==> src/rtl/gpio_irq_pkg.sv <==
// Shared constants for the GPIO interrupt controller: register map,
// default pin count, register reset values and a byte-lane helper.
package gpio_irq_pkg;

  localparam int NGPIO_DEFAULT = 16;

  localparam logic [7:0] OFF_DATA_IN  = 8'h00;
  localparam logic [7:0] OFF_DATA_OUT = 8'h04;
  localparam logic [7:0] OFF_DIR      = 8'h08;
  localparam logic [7:0] OFF_IRQ_EN   = 8'h0C;
  localparam logic [7:0] OFF_IRQ_TYPE = 8'h10;
  localparam logic [7:0] OFF_IRQ_STAT = 8'h14;

  localparam logic [31:0] RST_DATA_OUT = 32'h0000_0000;
  localparam logic [31:0] RST_DIR      = 32'h0000_0000;
  localparam logic [31:0] RST_IRQ_EN   = 32'h0000_0000;
  localparam logic [31:0] RST_IRQ_TYPE = 32'h0000_0000;
  localparam logic [31:0] RST_IRQ_STAT = 32'h0000_0000;

  // Arm counter value at which edge events start being honoured.
  localparam logic [1:0] ARM_DONE = 2'd3;

  function automatic logic [31:0] lane_mask(input logic [3:0] sel);
    logic [31:0] mask;
    mask = '0;
    for (int b = 0; b < 4; b++) begin
      mask[b*8 +: 8] = {8{sel[b]}};
    end
    return mask;
  endfunction

endpackage

==> src/rtl/gpio_sync_edge.sv <==
// Two-flop pad synchronizer with a one-cycle history register, producing
// per-bit rising and falling edge events on the synchronized value.
module gpio_sync_edge #(
  parameter int W = 16
) (
  input  logic         clk,
  input  logic         rst,
  input  logic [W-1:0] d,
  output logic [W-1:0] sync,
  output logic [W-1:0] rise,
  output logic [W-1:0] fall
);

  logic [W-1:0] sync1;
  logic [W-1:0] sync2;
  logic [W-1:0] prev;

  always_ff @(posedge clk) begin
    if (rst) begin
      sync1 <= '0;
      sync2 <= '0;
      prev  <= '0;
    end else begin
      sync1 <= d;
      sync2 <= sync1;
      prev  <= sync2;
    end
  end

  assign sync = sync2;
  assign rise = sync2 & ~prev;
  assign fall = ~sync2 & prev;

endmodule

==> src/rtl/gpio_irq_ctrl.sv <==
// Wishbone-controlled GPIO block with per-pin direction, output data and
// sticky edge-triggered interrupt status feeding irq[0].
module gpio_irq_ctrl
  import gpio_irq_pkg::*;
#(
  parameter int          NGPIO     = NGPIO_DEFAULT,
  parameter logic [31:0] BASE_ADDR = 32'h3000_0000
) (
  input  logic             wb_clk_i,
  input  logic             wb_rst_i,
  input  logic             wbs_cyc_i,
  input  logic             wbs_stb_i,
  input  logic             wbs_we_i,
  input  logic [3:0]       wbs_sel_i,
  input  logic [31:0]      wbs_adr_i,
  input  logic [31:0]      wbs_dat_i,
  output logic             wbs_ack_o,
  output logic [31:0]      wbs_dat_o,
  input  logic [NGPIO-1:0] io_in,
  output logic [NGPIO-1:0] io_out,
  output logic [NGPIO-1:0] io_oeb,
  output logic [2:0]       irq
);

  logic [NGPIO-1:0] data_out;
  logic [NGPIO-1:0] dir;
  logic [NGPIO-1:0] irq_en;
  logic [NGPIO-1:0] irq_type;
  logic [NGPIO-1:0] irq_stat;
  logic [NGPIO-1:0] data_in;
  logic [NGPIO-1:0] rise;
  logic [NGPIO-1:0] fall;
  logic [NGPIO-1:0] evt;
  logic [NGPIO-1:0] set_bits;
  logic [NGPIO-1:0] clr_bits;
  logic             ack;
  logic [31:0]      rdata;
  logic [31:0]      rd_mux;
  logic [31:0]      wmask;
  logic [1:0]       arm;
  logic             hit;
  logic             req;
  logic             wr;
  logic [7:0]       off;

  function automatic logic [NGPIO-1:0] merge(input logic [NGPIO-1:0] old,
                                             input logic [31:0] d,
                                             input logic [31:0] m);
    logic [31:0] t;
    t = (32'(old) & ~m) | (d & m);
    return t[NGPIO-1:0];
  endfunction

  assign hit   = (wbs_adr_i[31:8] == BASE_ADDR[31:8]);
  assign off   = wbs_adr_i[7:0];
  assign req   = wbs_cyc_i & wbs_stb_i & hit & ~ack;
  assign wr    = req & wbs_we_i;
  assign wmask = lane_mask(wbs_sel_i);

  gpio_sync_edge #(.W(NGPIO)) u_sync_edge (
    .clk  (wb_clk_i),
    .rst  (wb_rst_i),
    .d    (io_in),
    .sync (data_in),
    .rise (rise),
    .fall (fall)
  );

  // Events are masked until the arm counter saturates so the zeroed
  // synchronizer pipeline cannot fake an edge right after reset.
  assign evt      = (rise & ~irq_type) | (fall & irq_type);
  assign set_bits = (arm == ARM_DONE) ? (evt & irq_en) : '0;
  assign clr_bits = (wr && off == OFF_IRQ_STAT) ?
                    (wbs_dat_i[NGPIO-1:0] & wmask[NGPIO-1:0]) : '0;

  always_comb begin
    rd_mux = '0;
    case (off)
      OFF_DATA_IN:  rd_mux = 32'(data_in);
      OFF_DATA_OUT: rd_mux = 32'(data_out);
      OFF_DIR:      rd_mux = 32'(dir);
      OFF_IRQ_EN:   rd_mux = 32'(irq_en);
      OFF_IRQ_TYPE: rd_mux = 32'(irq_type);
      OFF_IRQ_STAT: rd_mux = 32'(irq_stat);
      default:      rd_mux = '0;
    endcase
  end

  always_ff @(posedge wb_clk_i) begin
    if (wb_rst_i) begin
      ack      <= 1'b0;
      rdata    <= '0;
      arm      <= '0;
      data_out <= RST_DATA_OUT[NGPIO-1:0];
      dir      <= RST_DIR[NGPIO-1:0];
      irq_en   <= RST_IRQ_EN[NGPIO-1:0];
      irq_type <= RST_IRQ_TYPE[NGPIO-1:0];
      irq_stat <= RST_IRQ_STAT[NGPIO-1:0];
    end else begin
      ack   <= req;
      rdata <= req ? rd_mux : '0;
      if (arm != ARM_DONE) arm <= arm + 2'd1;
      if (wr) begin
        case (off)
          OFF_DATA_OUT: data_out <= merge(data_out, wbs_dat_i, wmask);
          OFF_DIR:      dir      <= merge(dir, wbs_dat_i, wmask);
          OFF_IRQ_EN:   irq_en   <= merge(irq_en, wbs_dat_i, wmask);
          OFF_IRQ_TYPE: irq_type <= merge(irq_type, wbs_dat_i, wmask);
          default: ;
        endcase
      end
      // A new event outranks a simultaneous write-1-to-clear.
      irq_stat <= (irq_stat & ~clr_bits) | set_bits;
    end
  end

  assign wbs_ack_o = ack;
  assign wbs_dat_o = ack ? rdata : '0;
  assign io_out    = data_out;
  assign io_oeb    = ~dir;
  assign irq       = {2'b00, |irq_stat};

endmodule

==> config.mk <==
export PLATFORM = sky130hd
export DESIGN_NAME = gpio_irq_ctrl
export DESIGN_NICKNAME = d
export VERILOG_FILES = /design/src/rtl/gpio_irq_pkg.sv /design/src/rtl/gpio_sync_edge.sv /design/src/rtl/gpio_irq_ctrl.sv
export SDC_FILE = /design/constraint.sdc
export NUM_CORES = 1
export LEC_CHECK = 0
export ABC_AREA = 1
export CORE_MARGIN = 4
export CORE_UTILIZATION = 52
export DETAILED_ROUTE_END_ITERATION = 10
export PLACE_DENSITY = 0.81
export SYNTH_ARGS = -nofsm -noshare
export SYNTH_HDL_FRONTEND = slang
export SYNTH_HIERARCHICAL = 1
export SYNTH_SLANG_ARGS = --single-unit
==> constraint.sdc <==
create_clock -name wb_clk_i -period 1.9 [get_ports wb_clk_i]
set_input_delay 0.19 -clock wb_clk_i [delete_from_list [all_inputs] [get_ports wb_clk_i]]
set_output_delay 0.19 -clock wb_clk_i [all_outputs]
set_load 0.01 [all_outputs]
; ---- Word level (Yosys, flattened, before mapping)
; Cells that the tools add are included.
; Widths: inputs -> output; s select.
[totals]
ff_bits = 163
in_bits = 89
word_cells = 62
[op_classes]
addsub = 1
eq_ne = 8
muxes = 4
bitwise = 30
reduce_logical = 8
[op_table]
columns = cell, n
row1 = $and 16x16->16, 12
row2 = $not 16->16, 6
row3 = $or 16x16->16, 6
row4 = $pmux 16 s6, 1
row5 = $mux 16, 2
row6 = $mux 32, 1
row7 = $eq 24x22->1 const B, 1
row8 = $eq 8x4->1 const B, 2
row9 = $eq 8x5->1 const B, 2
row10 = $reduce_or 16->1, 1
row11 = $eq 8x3->1 const B, 1
row12 = $logic_not 8->1, 1
row13 = $reduce_and 2->1, 4
row14 = $and 1x1->1, 4
row15 = $add 2x1->2 const B, 1
row16 = $eq 2x2->1 const B, 1
row17 = $ne 2x2->1 const B, 1
row18 = $not 1->1, 2
row19 = $reduce_or 2->1, 1
row20 = $logic_and 1x1->1, 1

; ---- Logic depth before layout (Yosys ltp)
[depth]
word_depth = 9
ltp_mapped = 12
ltp_nobuf = 10

; ---- Cells and area by module
; The synthesis kept the hierarchy.
[by_module_without_submodules]
columns = mod, n_inst, cells_each, area_each_um2, seq_area_each_um2
row1 = gpio_irq_ctrl, 1, 949, 5883.1, 1981.9
row2 = gpio_sync_edge, 1, 197, 1545.2, 960.9

; ---- Least setup slack after synthesis
; Ideal clock, no wire load.
[synth_path]
path_type = register -> register
start = register ack, in the netlist wbs_ack_o
end = register irq_stat[10]
setup_ns = 0.132
arrival_ns = 1.495
t_required_ns = 1.768
slack_ns = 0.273
stages_incl_launch_ff = 12
path_buffers = 3
synth_period_minus_slack_ns = 1.627
cell_sequence = dfxtp_1 -> buf_6 -> nor2_2 -> nand2_1 -> nor2_2 -> nand2_2 -> nor2_8 -> buf_12 -> buf_6 -> nand4_1 -> nand2_1 -> a21oi_1
[synth_between]
elab_chain_cells = 8
[synth_rtl]
columns = item, line_no
row1 = from (decl), gpio_irq_ctrl.sv:36  ; logic ack;
row2 = from (signal assigned), gpio_irq_ctrl.sv:100  ; ack <= req;
row3 = $not 1->1, gpio_irq_ctrl.sv:56  ; assign req = wbs_cyc_i & wbs_stb_i & hit & ~ack;
row4 = $and 1x1->1, gpio_irq_ctrl.sv:56
row5 = $and 1x1->1, gpio_irq_ctrl.sv:57  ; assign wr = req & wbs_we_i;
row6 = $logic_and 1x1->1, gpio_irq_ctrl.sv:73  ; assign clr_bits = (wr && off == OFF_IRQ_STAT) ?
row7 = $mux 16, gpio_irq_ctrl.sv:73
row8 = $not 16->16, gpio_irq_ctrl.sv:113  ; irq_stat <= (irq_stat & ~clr_bits) | set_bits;
row9 = $and 16x16->16, gpio_irq_ctrl.sv:113
row10 = $or 16x16->16, gpio_irq_ctrl.sv:113
row11 = to (signal assigned), gpio_irq_ctrl.sv:98  ; irq_stat <= RST_IRQ_STAT[NGPIO-1:0];
row12 = to (signal assigned), gpio_irq_ctrl.sv:113
row13 = to (decl), gpio_irq_ctrl.sv:29  ; logic [NGPIO-1:0] irq_stat;
; Every way passes these cells.
; A chain may end at the register's enable or synchronous reset.

; ---- Final worst setup path
[layout_path]
start = register irq_stat[6]
end = output port irq[0]
[layout_between]
elab_chain_cells = 1
[layout_rtl]
columns = item, line_no
row1 = $reduce_or 16->1, gpio_irq_ctrl.sv:121  ; assign irq = {2'b00, |irq_stat};
row2 = to (decl), gpio_irq_ctrl.sv:22  ; output logic [2:0] irq
; Every way passes these cells.

==> reports/summary.txt <==
Status: complete, no violations
Final Max Slew Viols: 0
Ys flop type: dfxtp_1
# diodes: 0
Worst Tran Pin Value: 658.0 ps
Critical Path RT: 1710 ps
Ys Warns: 6
Slew margin rel.: 56.14%
Ys async rst share: 0%
Number of global-route vias before repair: 6316
First-pass GRT wire length: 31400 um
Max frequency: 0.5470 GHz
Power, Total: 7.299 mW
EDFF count, synth: 0
Synthesized area: 0.007428 mm^2
Via count: 7163
Final worst-path cycle share: 96.23%
Synthesized flop and latch total: 147
Io pins: 157
Fill count: 1177
# setup viols final: 0
Min cycle time layout: 1828 ps
Die Ht: 127.5 um
Top area cells in the synthesized netlist: dfxtp_1, inv_1, nand2_1
Top-count cell post-synth: inv_1
Hold_ws: 243.8 ps
Pwr dens: 761.6 mW/mm^2
Non-Filler Instances: 1468
Initial DRC Count: 818
Avg Cell Area, Syn: 6.482 um^2
GRT Residual Overflow: 0
Worst-Skew Late Latency: 420 ps
CTS root buf: clkbuf_16
Crit start category: register
CTS sink count: 147
Min-delay worst type: primary input to register
Hold_buf cts: 0
Cells after DPL: 1437
Worst-path clk slew: 60 ps
Max_cap viols: 0
Post-synth top area share: 39.62%
Residual DRC: 0
Critical Path End Type: output pin
Antenna viol nets, final: 0
Cells on worst reg2reg path: 11
Die Wd: 127.5 um
Worst vdd ir: 0.5463 mV
Synth top cells by count: inv_1, nand2_1, nor2_1
Drt total wl: 19440 um
DPL Wire Length: 14220 um
Synthesized instance count: 1146
Arrival time worst endpoint: 1640 ps
CTS Buffer Depth: 2
Leak Pwr: 4.540 nW
Core area: 0.01393 mm^2
Post-synth cell types: 34
CTS tree: yes
Initial Util: 53.31%
Placer Congestion: 0.9146
Kind of critical path: register to output pin
Final Hold Fails: 0
Seq/Total Area, Yosys: 39.62%
RSZ-0062 raised after global routing: no
Nets: 1366
Synth area leader: dfxtp_1
Skew final: 7.137 ps
Pin count of the biggest net entering global routing: 66
Number of setup buffers added after CTS: 0
WHS Path Cells: 4
Die Area: 0.01626 mm^2
Initial antenna violation count: 0
Area growth syn-to-layout: 29.02%
H-Tree Depth: 4
# port buffers: 120
Crit Path Max Fanout: 3
TritonRoute pass-1 iters: 7
FP Rows: 43
GR Util All Layers: 23.98%
Vias/cell: 4.879
TritonCTS buffer count: 17
Drt wl/cell: 13.24 um
Layout cells sized above 1: 7.919%
==> kinds of logic after synthesis <==
| logic type | count (synthesis) | share of synthesized area, % |
|---|---|---|
| other cells | 1 | 0.05048 |
| compound gates | 81 | 5.727 |
| fa+ha+maj | 1 | 0.1684 |
| simple gates | 579 | 35.41 |
| xor+xnor | 1 | 0.1179 |
| flops | 147 | 39.62 |
| buf+inv | 336 | 18.92 |
==> worst paths after layout <==
path | startpoint | end | slack (ps)
max | irq_stat[6] | irq[0] | 70
min | wb_rst_i | register | 240
min reg2reg | u_sync_edge/sync1[3] | u_sync_edge/sync[3] | 400
max reg2reg | wbs_ack_o | register | 340
==> metal layers <==
layer	track usage, %	part of all wire, %
met4	7.319	1.2
met1	33.08	44
met2	37.88	44
met5	0	0
met3	4.933	10
==> worst max-delay path, cell delays in order, from the launching register on <==
cell and delay [ps]:
dfxtp_1 330, nor4_2 360, nand4_1 190, dlygate4sd2_1 330
==> cells in the final DEF (no fill, tap or decap), types with 2 or more instances in the layout <==
cell and instances:
dfxtp_1 146, o22ai_1 16, nand2_4 2, nor4_2 3
nand3_1 83, nor3_1 34, buf_12 8, clkinv_2 3
nor2_2 4, a21oi_1 16, bufinv_16 4, conb_1 18
nor2_4 4, nand2_2 3, inv_1 268, clkbuf_8 5
clkinvlp_4 2, nand2_1 214, o21ai_0 49, clkdlybuf4s50_1 118
clkbuf_16 17, nor2_1 199, buf_4 29, inv_2 3
nand4_1 18, nand4_4 8
==> metrics by stage <==
step	util, %	setup slack [ps]	TNS, ps	area (um^2)
floorplan	-	273.3	0	7492
global placement	63.99	-10.35	-13.74	8917
detailed placement	63.99	-50.17	-1289	8917
CTS	68.77	2.310	0	9583
global route	68.78	5.107	0	9584
finish	68.78	71.68	0	9584
==> cell type report <==
class                   count  area (um^2)  area share (%)
clock buffers              22        494.2           5.157
clock inverters             9        150.1           1.567
inverters                 272         1021           10.65
multi-input cells         680         3166           33.03
flip-flops and latches    147         2944           30.72
well taps                 180        225.2           2.350
repair buffers            158         1584           16.53
==> power breakdown <==
part | switching, mW | internal [mW]
clock | 1.24 | 2.36
combinational | 0.299 | 0.228
sequential | 0.0357 | 3.14
total | 1.58 | 5.72
==> repair_timing <==
item | 4_1_cts | 5_1_grt
pin swaps | 0 | 0
setup endpoints to repair | 16 | 15
resized for setup | 5 | 1
Note: power is estimated with default switching activity, not from simulation.
